### src/rtl/online_mult_pkg.sv
// Shared definitions for the online multiplier datapath: sequencer FSM encoding
// and the default digit-address width.
package online_mult_pkg;

  typedef enum logic [1:0] {
    ST_INIT = 2'd0,
    ST_RUN  = 2'd1,
    ST_DONE = 2'd2
  } seq_state_e;

  localparam int ADDR_W_DEFAULT = 9;

endpackage : online_mult_pkg

### src/rtl/addr_seq_counter_if.sv
// Command/status bundle of the address sequencer.
// Optional macro ADDR_SEQ_DOWN_EN adds the count-direction signal `down`.
interface addr_seq_counter_if
  import online_mult_pkg::*;
#(
  parameter int WIDTH = ADDR_W_DEFAULT
) ();

  logic             enable;
  logic             clear;
  logic             load;
  logic [WIDTH-1:0] load_val;
  logic [WIDTH-1:0] cnt;
  logic             ready;
  logic             wrap;
  logic             done;
`ifdef ADDR_SEQ_DOWN_EN
  logic             down;

  modport master (output enable, clear, load, load_val, down,
                  input  cnt, ready, wrap, done);
  modport slave  (input  enable, clear, load, load_val, down,
                  output cnt, ready, wrap, done);
`else
  modport master (output enable, clear, load, load_val,
                  input  cnt, ready, wrap, done);
  modport slave  (input  enable, clear, load, load_val,
                  output cnt, ready, wrap, done);
`endif

endinterface : addr_seq_counter_if

### src/rtl/addr_seq_counter.sv
// Digit-address sequencer with one warm-up cycle after reset, wrap or saturate at LAST.
// Optional macro ADDR_SEQ_DOWN_EN enables decrementing via bus.down.
module addr_seq_counter
  import online_mult_pkg::*;
#(
  parameter int          WIDTH     = ADDR_W_DEFAULT,
  parameter int unsigned LAST      = (1 << WIDTH) - 1,
  parameter bit          WRAP_MODE = 1'b1
) (
  input  logic               clk,
  input  logic               rst,
  addr_seq_counter_if.slave  bus
);

  localparam logic [WIDTH-1:0] LastV = WIDTH'(LAST);

  seq_state_e       state_q, state_d;
  logic [WIDTH-1:0] cnt_q, cnt_d;
  logic             wrap_q, wrap_d;
  logic             done_q, done_d;
  logic             ready_q, ready_d;

  logic             stepDown;
  logic             atLimit;
  logic [WIDTH-1:0] loadClamped;

`ifdef ADDR_SEQ_DOWN_EN
  assign stepDown = bus.down;
`else
  assign stepDown = 1'b0;
`endif

  // The limit is 0 when decrementing and LAST when incrementing.
  assign atLimit     = stepDown ? (cnt_q == '0) : (cnt_q == LastV);
  assign loadClamped = (bus.load_val > LastV) ? LastV : bus.load_val;

  always_ff @(posedge clk or posedge rst) begin
    if (rst) begin
      state_q <= ST_INIT;
      cnt_q   <= '0;
      wrap_q  <= 1'b0;
      done_q  <= 1'b0;
      ready_q <= 1'b0;
    end else begin
      state_q <= state_d;
      cnt_q   <= cnt_d;
      wrap_q  <= wrap_d;
      done_q  <= done_d;
      ready_q <= ready_d;
    end
  end

  always_comb begin
    state_d = state_q;
    unique case (state_q)
      ST_INIT: state_d = ST_RUN;
      ST_RUN: begin
        if (!bus.clear && !bus.load && bus.enable && atLimit && !WRAP_MODE)
          state_d = ST_DONE;
      end
      ST_DONE: begin
        if (bus.clear || bus.load)
          state_d = ST_RUN;
      end
      default: state_d = ST_INIT;
    endcase
  end

  // Next register values; done and ready follow directly from the next state.
  always_comb begin
    cnt_d   = cnt_q;
    wrap_d  = 1'b0;
    done_d  = (state_d == ST_DONE);
    ready_d = (state_d != ST_INIT);
    unique case (state_q)
      ST_INIT: cnt_d = '0;
      ST_RUN: begin
        if (bus.clear) begin
          cnt_d = '0;
        end else if (bus.load) begin
          cnt_d = loadClamped;
        end else if (bus.enable) begin
          if (!atLimit) begin
            cnt_d = stepDown ? (cnt_q - WIDTH'(1)) : (cnt_q + WIDTH'(1));
          end else if (WRAP_MODE) begin
            cnt_d  = stepDown ? LastV : '0;
            wrap_d = 1'b1;
          end
        end
      end
      ST_DONE: begin
        if (bus.clear) begin
          cnt_d = '0;
        end else if (bus.load) begin
          cnt_d = loadClamped;
        end
      end
      default: cnt_d = '0;
    endcase
  end

  assign bus.cnt   = cnt_q;
  assign bus.wrap  = wrap_q;
  assign bus.done  = done_q;
  assign bus.ready = ready_q;

endmodule : addr_seq_counter

### src/flat_wrapper.sv
// flat-port wrapper written by rule: the top's interface ports become plain ports
module addr_seq_counter_flat import online_mult_pkg::*;
#(
  parameter int          WIDTH     = ADDR_W_DEFAULT,
  parameter int unsigned LAST      = (1 << WIDTH) - 1,
  parameter bit          WRAP_MODE = 1'b1
)
  (clk, rst, bus_enable, bus_clear, bus_load, bus_load_val, bus_cnt, bus_ready, bus_wrap, bus_done);
  addr_seq_counter_if #(.WIDTH(WIDTH)) bus_i ();
  input  logic clk;
  input  logic rst;
  input wire logic [$bits(bus_i.enable)-1:0] bus_enable;
  input wire logic [$bits(bus_i.clear)-1:0] bus_clear;
  input wire logic [$bits(bus_i.load)-1:0] bus_load;
  input wire logic [$bits(bus_i.load_val)-1:0] bus_load_val;
  output wire logic [$bits(bus_i.cnt)-1:0] bus_cnt;
  output wire logic [$bits(bus_i.ready)-1:0] bus_ready;
  output wire logic [$bits(bus_i.wrap)-1:0] bus_wrap;
  output wire logic [$bits(bus_i.done)-1:0] bus_done;
  assign bus_i.enable = bus_enable;
  assign bus_i.clear = bus_clear;
  assign bus_i.load = bus_load;
  assign bus_i.load_val = bus_load_val;
  assign bus_cnt = bus_i.cnt;
  assign bus_ready = bus_i.ready;
  assign bus_wrap = bus_i.wrap;
  assign bus_done = bus_i.done;
  addr_seq_counter #(.WIDTH(WIDTH), .LAST(LAST), .WRAP_MODE(WRAP_MODE)) u_core (.clk(clk), .rst(rst), .bus(bus_i));
endmodule
### config.mk
export PLATFORM = sky130hd
export DESIGN_NAME = addr_seq_counter_flat
export DESIGN_NICKNAME = d
export VERILOG_FILES = /design/src/rtl/online_mult_pkg.sv /design/src/rtl/addr_seq_counter_if.sv /design/src/rtl/addr_seq_counter.sv /design/src/flat_wrapper.sv
export SDC_FILE = /design/constraint.sdc
export NUM_CORES = 1
export LEC_CHECK = 0
export BUFFER_PORTS_ARGS = -buffer_cell sky130_fd_sc_hd__buf_2
export CAP_MARGIN = 30
export CELL_PAD_IN_SITES_DETAIL_PLACEMENT = 1
export CELL_PAD_IN_SITES_GLOBAL_PLACEMENT = 2
export CORE_UTILIZATION = 26
export CTS_CLUSTER_DIAMETER = 60
export CTS_CLUSTER_SIZE = 20
export DETAILED_ROUTE_END_ITERATION = 16
export HOLD_SLACK_MARGIN = 0.1
export PLACE_DENSITY = 0.69
export SYNTH_ARGS = -nofsm -noshare
export SYNTH_HDL_FRONTEND = slang
export SYNTH_SLANG_ARGS = --single-unit
### constraint.sdc
create_clock -name clk -period 2.2 [get_ports clk]
set_input_delay 0.33 -clock clk [delete_from_list [all_inputs] [get_ports clk]]
set_output_delay 0.33 -clock clk [all_outputs]
set_load 0.05 [all_outputs]
**Word level (Yosys, flattened, before mapping)**

Index checks and enable logic that the tools add are counted.

- Add/sub/neg operators: 1
- Multipliers: 0
- Div/mod/pow operators: 0
- $lt $le $gt $ge: 1
- Equality and inequality tests: 6
- Shift operators: 0
- Mux-type cells: 15
- Bitwise operators: 0
- Reductions and logical operators: 4

Operator list:

| kind | count |
|---|---|
| $mux W9 | 7 |
| $pmux W9 S2 | 1 |
| $add A9 B1 Y9 const B | 1 |
| $eq A9 B9 Y1 const B | 1 |
| $gt A9 B9 Y1 const B | 1 |
| $pmux W2 S3 | 1 |
| $mux W1 | 5 |
| $eq A2 B2 Y1 const B | 2 |
| $ne A4 B4 Y1 const B | 1 |
| $ne A3 B3 Y1 const B | 1 |
| $eq A2 B1 Y1 const B | 1 |
| $logic_not A2 Y1 | 1 |
| $mux W2 | 1 |
| $reduce_and A2 Y1 | 1 |
| $reduce_bool A2 Y1 | 1 |
| $logic_or A1 B1 Y1 | 1 |

- Register bits: 14
- Latch bits: 0
- Memory bits (writable): 0
- Bits in read-only memories: 0
- Input port bits: 14
- Output and inout bits: 12
- Logic and storage cells: 32
- Memories kept: 0

**Logic depth before layout (Yosys ltp)**

Gate-level depths: netlist (run 1).

- Depth after elaboration: 6
- Depth in mapped cells: 9

**Worst setup path after synthesis (run 1)**

OpenSTA, ideal clock, no wires.

- Path type: register -> register
- Start: reg u_core.cnt_q[0] (netlist: u_core.bus.cnt[0])
- End: reg u_core.cnt_q[6] (netlist: u_core.bus.cnt[6])
- Arrival: 2.407 ns
- Data required time: 2.122 ns
- Setup slack: -0.284 ns
- Stages on the path, launching flop included: 10
- Clock period less this slack: 2.484 ns
- Cells stage by stage: dfrtp_1 ha_1 nand3_1 nor2_1 and3_1 ha_1 or4b_4 nor4_2 a21oi_1 o2bb2ai_1

- Cells in the longest elaborated chain, start to end: 6
- Elaborated cells between the ends (all ways): 7
- Those cells by class: add/sub: 1; eq/ne: 1; mux: 5

RTL lines:

| element | RTL line | text |
|---|---|---|
| start: declaration | addr_seq_counter.sv:18 | `logic [WIDTH-1:0] cnt_q, cnt_d;` |
| start signal: assignment | addr_seq_counter.sv:46 | `cnt_q <= cnt_d;` |
| $add A9 B1 Y9 / $eq A9 B9 Y1 (equally long branches) | addr_seq_counter.sv:84, addr_seq_counter.sv:34 |  |
| $mux W9 * | addr_seq_counter.sv:83 | `if (!atLimit) begin` |
| $mux W9 * | addr_seq_counter.sv:82 | `end else if (bus.enable) begin` |
| $mux W9 * | addr_seq_counter.sv:80 | `end else if (bus.load) begin` |
| $mux W9 * | addr_seq_counter.sv:78 | `if (bus.clear) begin` |
| $pmux W9 S2 * | addr_seq_counter.sv:75 | `unique case (state_q)` |

Mark *: on every way between the ends. The rest lies on a longest branch, timed or not. The select of a mux whose other input is x is not followed.
A chain may end at the register's enable or synchronous reset.

**Worst setup path after layout (run 1)**

- Start: reg u_core.cnt_q[1] (netlist: u_core.bus.cnt[1])
- End: reg u_core.cnt_q[6] (netlist: u_core.bus.cnt[6])

Same word-level chain as after synthesis.

==> key figures, run 1 <==
Run status
  • Status: complete, no violations

Final layout
  • ANT cells: 0
  • Most frequent cells in the layout: buf_2, dfrtp_1, nand2_1
  • Area Growth Syn to Fin: 33.2%
  • Fin nets: 157
  • Post-layout util: 37.9%
  • Commonest non-fill, non-tap cell in the layout: buf_2
  • Final instance area: 1190 um^2
  • Finished Layout Cells: 179
  • Layout fillers: 389
  • Layout cells sized above 1: 34.1%

Setup path
  • Max incr delay on CP: 520 ps
  • CP max stage cell: or4b_4
  • Cell depth of the worst flop-to-flop path: 9
  • CP Class: reg2reg
  • Critical Path RT: 2420 ps
  • Startpoint Class: flop
  • CP arrival: 2300 ps
  • Setup crit end kind: flop
  • Cell chain of the critical path: ha_4, nand3_2, nor2_1, and3_1, ha_2, or4b_4, nor4_4, a21oi_1, o2bb2ai_1
  • Crit path max fanout: 5

Logic synthesis
  • Sequential element share of the synthesized area: 39.1%
  • Syn avg cell area: 8.97 um^2
  • Mapped Nets: 121
  • Synth warn: 0
  • Flops & latches, synth: 14
  • Top cell type's share of synthesized area: 39.1%
  • Post-Syn Area: 897 um^2
  • Synth area leader: dfrtp_1
  • Synth Instances: 100
  • Netlist cell types: 35
  • Synth area leaders: dfrtp_1, ha_1, o21ai_0, nand2_1, a21oi_1

Timing
  • Maximum achievable frequency: 481 MHz
  • Period utilization: 94.4%
  • Slew @ Worst Pin: 568 ps
  • Hold Violations, Final: 0
  • Worst clock skew: 7.50 ps
  • RSZ-0062 raised after global routing: yes
  • # setup viols final: 0
  • Final critical-path required period: 2080 ps
  • Max-slew headroom: 62.1%
  • Slew Viols, Final: 0
  • Hold Slack: 317 ps
  • PnR worst setup slack: 122 ps

Worst hold path
  • Min-delay worst type: in2reg
  • Hold depth: 3

Placed design
  • HPWL Detailed: 2100 um
  • Dpl cell area: 1130 um^2
  • Number of instances in the placed design: 173
  • Placer's final routability congestion estimate: 0.797
  • Place WS: 53.0 ps
  • Port Buf Inserts: 25

Floorplan
  • Total Die Area: 3690 um^2
  • Cell row count: 20
  • Core area: 3150 um^2
  • Io pins: 26
  • Initial core utilization: 28.5%
  • Die Y-Extent: 60.7 um
  • Die width: 60.7 um

Global routing
  • Initial antenna violation count: 0
  • Vias in the first global route: 956
  • Largest net degree at the start of global routing: 15
  • Gr usage total: 17.1%
  • First-pass GRT wire length: 4460 um
  • Total grt overflow: 0

Routing
  • DRC Markers: 0
  • ANT nets after route: 0
  • Vias: 885
  • Drt total wl: 2600 um
  • DR pass1 iterations: 3
  • Starting DRT DRC Count: 21
  • Drt wl/cell: 14.5 um
  • Via density: 4.94

CTS
  • H-tree levels: 1
  • CTS Root Cell: clkbuf_4
  • Clk sink count: 14
  • Clock-pin slew on the worst setup and hold paths: 90 ps
  • Worst-Skew Late Latency: 290 ps
  • CTS tree: built
  • TritonCTS Buffers: 3
  • Max clock buf depth: 2

Pwr
  • Power Density: 497 nW/um^2
  • VDD IR max: 121 uV
  • P_leak: 0.557 nW

Run
  • Max cap viols: 0
==> final timing paths <==
| path | start | end | slack, ps |
|---|---|---|---|
| worst max-delay path | u_core.bus.cnt[1] | u_core.bus.cnt[6] | 120 |
| worst max register to register | u_core.bus.cnt[1] | u_core.bus.cnt[6] | 120 |
| min in group asynchronous | rst | u_core.bus.cnt[7] | 630 |
| worst min-delay path | bus_load_val[0] | u_core.bus.cnt[0] | 320 |
| worst min register to register | u_core.bus.cnt[8] | u_core.bus.cnt[8] | 550 |
| max in group asynchronous | rst | u_core.bus.cnt[0] | 1170 |
==> Yosys cell counts <==
cell / count
a21oi_1: 7
buf_2: 1
inv_1: 7
and3_1: 2
o2bb2ai_1: 2
nor4b_1: 1
ha_1: 7
or4b_4: 1
and2b_1: 1
a31oi_1: 1
a32oi_1: 1
a21o_1: 1
nand2_1: 10
nor4_2: 1
o211ai_1: 2
dfrtp_1: 14
and4b_1: 1
nor4_1: 1
o2111ai_1: 2
and4_1: 1
nor2_1: 9
o21ai_0: 8
o31ai_1: 1
and2_1: 1
or2_2: 1
o22ai_1: 1
nand3_1: 3
nor3_1: 1
a22oi_1: 2
nand4_1: 1
xor2_1: 1
o21a_1: 1
nor2b_1: 3
buf_6: 1
nor3b_1: 2
==> cell families (layout without fill, tap and decap cells) <==
logic type      Yosys count  after routing  synth area share [%]
xor+xnor                  1              1                 0.976
buf+inv                   9             44                  4.74
flops                    14             14                  39.1
fa+ha+maj                 7              7                  9.76
simple gates             40             40                  25.0
compound gates           29             29                  20.5
==> critical path, delay by kind of cell (launching register included) <==
family	cells	cell delay (ps)
compound gates	2	190
fa+ha+maj	2	380
flops	1	450
simple gates	5	990
==> area by class of cell <==
class | count | area [um^2] | area share, %
repair buffers | 33 | 188 | 15.7
flip-flops and latches | 14 | 353 | 29.5
multi-input cells | 77 | 547 | 45.8
well taps | 44 | 55.1 | 4.61
inverters | 7 | 26.3 | 2.20
clock buffers | 4 | 26.3 | 2.20
==> metrics by stage <==
step,power [mW],TNS (ps)
after floorplan,0.383,0
after global placement,0.431,0
after detailed placement,0.433,0
after CTS,0.598,0
after global routing,0.625,-0.572
final,0.594,0
==> sequential cells by signal (all words and copies together), names as in the netlist <==
name,count
u_core.bus.ready,1
u_core.bus.done,1
u_core.state_q,2
u_core.bus.wrap,1
u_core.bus.cnt,9
==> per-layer routing <==
metal	vias up	global-route usage, %	wire [um]
met5	-	0	0
met4	0	7.79	47
met3	5	2.99	91
met2	17	27.8	1160
met1	426	22.1	1300
li1	437	-	-
==> what timing repair did <==
action	CTS	global route
buffers inserted	0	1
endpoints found under the hold margin	7	0
endpoints found under the setup margin	0	6
resized for setup	0	5
hold buffers	1	0
==> power breakdown <==
part           leakage [nW]  internal [mW]  switching [mW]
Clock                0.0150         0.0706          0.0908
Sequential            0.176          0.270          0.0160
Combinational         0.366         0.0490          0.0974
No activity file was read; power rests on OpenSTA's default activity.
==> run 2, diff against run 1 <==
--- a/config.mk
+++ b/config.mk
@@ -13,8 +13,10 @@
 export CTS_CLUSTER_DIAMETER = 60
 export CTS_CLUSTER_SIZE = 20
 export DETAILED_ROUTE_END_ITERATION = 16
+export GPL_TIMING_DRIVEN = 0
 export HOLD_SLACK_MARGIN = 0.1
 export PLACE_DENSITY = 0.69
+export RECOVER_POWER = 100
 export SYNTH_ARGS = -nofsm -noshare
 export SYNTH_HDL_FRONTEND = slang
 export SYNTH_SLANG_ARGS = --single-unit
==> run 2 against run 1 <==
Compared with the run above: sequential power is essentially flat; first-iteration DRC count shrank 19%; hold slack lost 250 ps; core utilization shrank 0.44 points; register-to-register slack lost 60 ps; sequential cell count is the same; total power grew 1.2%; setup slack lost 63 ps; via count grew 1.5%; global-route usage is essentially flat; highest routed layer unchanged.
==> key figures, run 2 (synthesized netlist as in run 1, its figures left out) <==
Setup path
  • Critical Path RT: 2430 ps (was 2420 ps)
  • Cell depth of the worst flop-to-flop path: 9 (unchanged)
  • Setup crit end kind: flop (unchanged)
  • CP arrival: 2370 ps (was 2300 ps)
  • CP Class: reg2reg (unchanged)
  • Crit path max fanout: 5 (unchanged)
  • Startpoint Class: flop (unchanged)

Global routing
  • Total grt overflow: 0 (unchanged)
  • First-pass GRT wire length: 4460 um (unchanged)
  • Vias in the first global route: 920 (was 956)
  • Gr usage total: 17.1% (about the same)
  • Largest net degree at the start of global routing: 15 (unchanged)
  • Initial antenna violation count: 0 (unchanged)

Worst hold path
  • Min-delay worst type: in2async (was in2reg)

Pwr
  • VDD IR max: 137 uV (was 121 uV)
  • P_leak: 0.507 nW (was 0.557 nW)
  • Power Density: 509 nW/um^2 (was 497 nW/um^2)

Placed design
  • Place WS: -63.5 ps (was 53.0 ps)
  • Placer's final routability congestion estimate: 0.760 (was 0.797)
  • HPWL Detailed: 2070 um (was 2100 um)
  • Port Buf Inserts: 24 (was 25)
  • Number of instances in the placed design: 168 (was 173)

Final layout
  • Finished Layout Cells: 174 (was 179)
  • Max reg flops: 9 (unchanged)
  • Commonest non-fill, non-tap cell in the layout: buf_2 (unchanged)
  • Area Growth Syn to Fin: 31.7% (was 33.2%)
  • Multi-input combinational cell area: 579 um^2 (was 547 um^2)
  • Layout cells sized above 1: 27.7% (was 34.1%)
  • Most frequent cells in the layout: buf_2, dfrtp_1, nand2_1 (unchanged)
  • ANT cells: 0 (unchanged)
  • Fin nets: 152 (was 157)
  • Layout fillers: 399 (was 389)
  • Post-layout util: 37.5% (was 37.9%)
  • Sequential cell area: 353 um^2 (unchanged)

Timing
  • Period utilization: 97.3% (was 94.4%)
  • Final critical-path required period: 2140 ps (was 2080 ps)
  • Worst clock skew: 10.3 ps (was 7.50 ps)
  • # setup viols final: 0 (unchanged)
  • Hold Violations, Final: 0 (unchanged)
  • Slew Viols, Final: 0 (unchanged)
  • RSZ-0062 raised after global routing: yes (unchanged)
  • Max-slew headroom: 59.9% (was 62.1%)
  • Maximum achievable frequency: 467 MHz (was 481 MHz)
  • Hold Slack: 70.8 ps (was 317 ps)
  • Slew @ Worst Pin: 603 ps (was 568 ps)
  • PnR worst setup slack: 59.1 ps (was 122 ps)

Routing
  • Drt wl/cell: 15.4 um (was 14.5 um)
  • DRC Markers: 0 (unchanged)
  • Vias: 898 (was 885)
  • Met1 wire length: 1240 um (was 1300 um)
  • Starting DRT DRC Count: 17 (was 21)
  • Drt total wl: 2680 um (was 2600 um)
  • Via density: 5.16 (was 4.94)
  • Max Used Layer: met4 (unchanged)
  • DR pass1 iterations: 2 (was 3)
  • ANT nets after route: 0 (unchanged)
  • WL met3: 108 um (was 91 um)
  • Met2 WL: 1260 um (was 1160 um)

CTS
  • Worst-Skew Late Latency: 300 ps (was 290 ps)
  • H-tree levels: 1 (unchanged)
  • Clk sink count: 14 (unchanged)
  • Clock-pin slew on the worst setup and hold paths: 100 ps (was 90 ps)
  • Max clock buf depth: 2 (unchanged)
  • TritonCTS Buffers: 3 (unchanged)
  • CTS tree: built (unchanged)
  • CTS Root Cell: clkbuf_4 (unchanged)

Floorplan
  • Cell row count: 20 (unchanged)
  • Die Y-Extent: 60.7 um (unchanged)
  • Io pins: 26 (unchanged)
  • Initial core utilization: 28.5% (unchanged)
  • Die width: 60.7 um (unchanged)
  • Total Die Area: 3690 um^2 (unchanged)
  • Core area: 3150 um^2 (unchanged)

Run
  • Max cap viols: 0 (unchanged)

Run status
  • Status: complete, no violations (unchanged)
[run 2: cell types whose count changed in the layout (fill, tap and decap cells not counted), sizes merged]
| cell | delta |
|---|---|
| buf | -12 |
| dlygate4sd3 | -1 |
| clkbuf | +8 |
[run 2: stage by stage]
| step | total power [mW] | setup TNS (ps) | area (um^2) |
|---|---|---|---|
| floorplan | 0.383 | 0 | 920 |
| global placement | 0.424 | -42.7 | 1090 |
| detailed placement | 0.426 | -90.1 | 1090 |
| CTS | 0.603 | 0 | 1150 |
| global route | 0.632 | -58.4 | 1180 |
| finish | 0.601 | 0 | 1180 |
[run 2: final timing paths]
path	from	end	slack, ps
hold reg to reg	u_core.bus.cnt[6]	u_core.bus.cnt[6]	600
setup reg to reg	u_core.bus.cnt[1]	u_core.bus.cnt[6]	60
setup / recovery	u_core.bus.cnt[1]	u_core.bus.cnt[6]	60
min in group clk	bus_load_val[7]	u_core.bus.cnt[7]	300
hold / removal	rst	u_core.bus.cnt[2]	70
max in group asynchronous	rst	u_core.bus.cnt[0]	1720
[run 2: layout make-up]
class                   count  area share, %
well taps                  44           4.66
inverters                   7           2.22
flip-flops and latches     14           29.9
multi-input cells          77           49.0
repair buffers             26           10.7
clock buffers               4           2.22
plain buffers               2           1.27
[run 2: where the power goes]
| group | leakage, nW | switching, mW | internal, mW |
|---|---|---|---|
| clock | 0.0150 | 0.101 | 0.0707 |
| sequential | 0.176 | 0.0176 | 0.270 |
| combinational | 0.316 | 0.0972 | 0.0449 |
| total | 0.507 | 0.216 | 0.386 |
[run 2: worst max-delay path: stages (launching register included)]
cell	delay (ps)
dfrtp_2	440
ha_4	180
nand3_4	120
nor2_4	40
and3_4	190
ha_4	170
or4b_4	580
nor4_2	150
a21oi_1	60
o2bb2ai_1	140
[run 2: timing repair]
action / 4_1_cts / 5_1_grt
setup endpoints to repair: 2 / 5
hold buffers: 0 / 0
setup buffers: 2 / 0
pin swaps: 1 / 2
resized for setup: 2 / 7
[run 2: metal layers]
metal  vias to the layer above  GRT usage, %
li1                        429             -
met1                       441          23.0
met2                        21          27.0
met3                         7          2.56
met4                         0          8.12
met5                         -             0
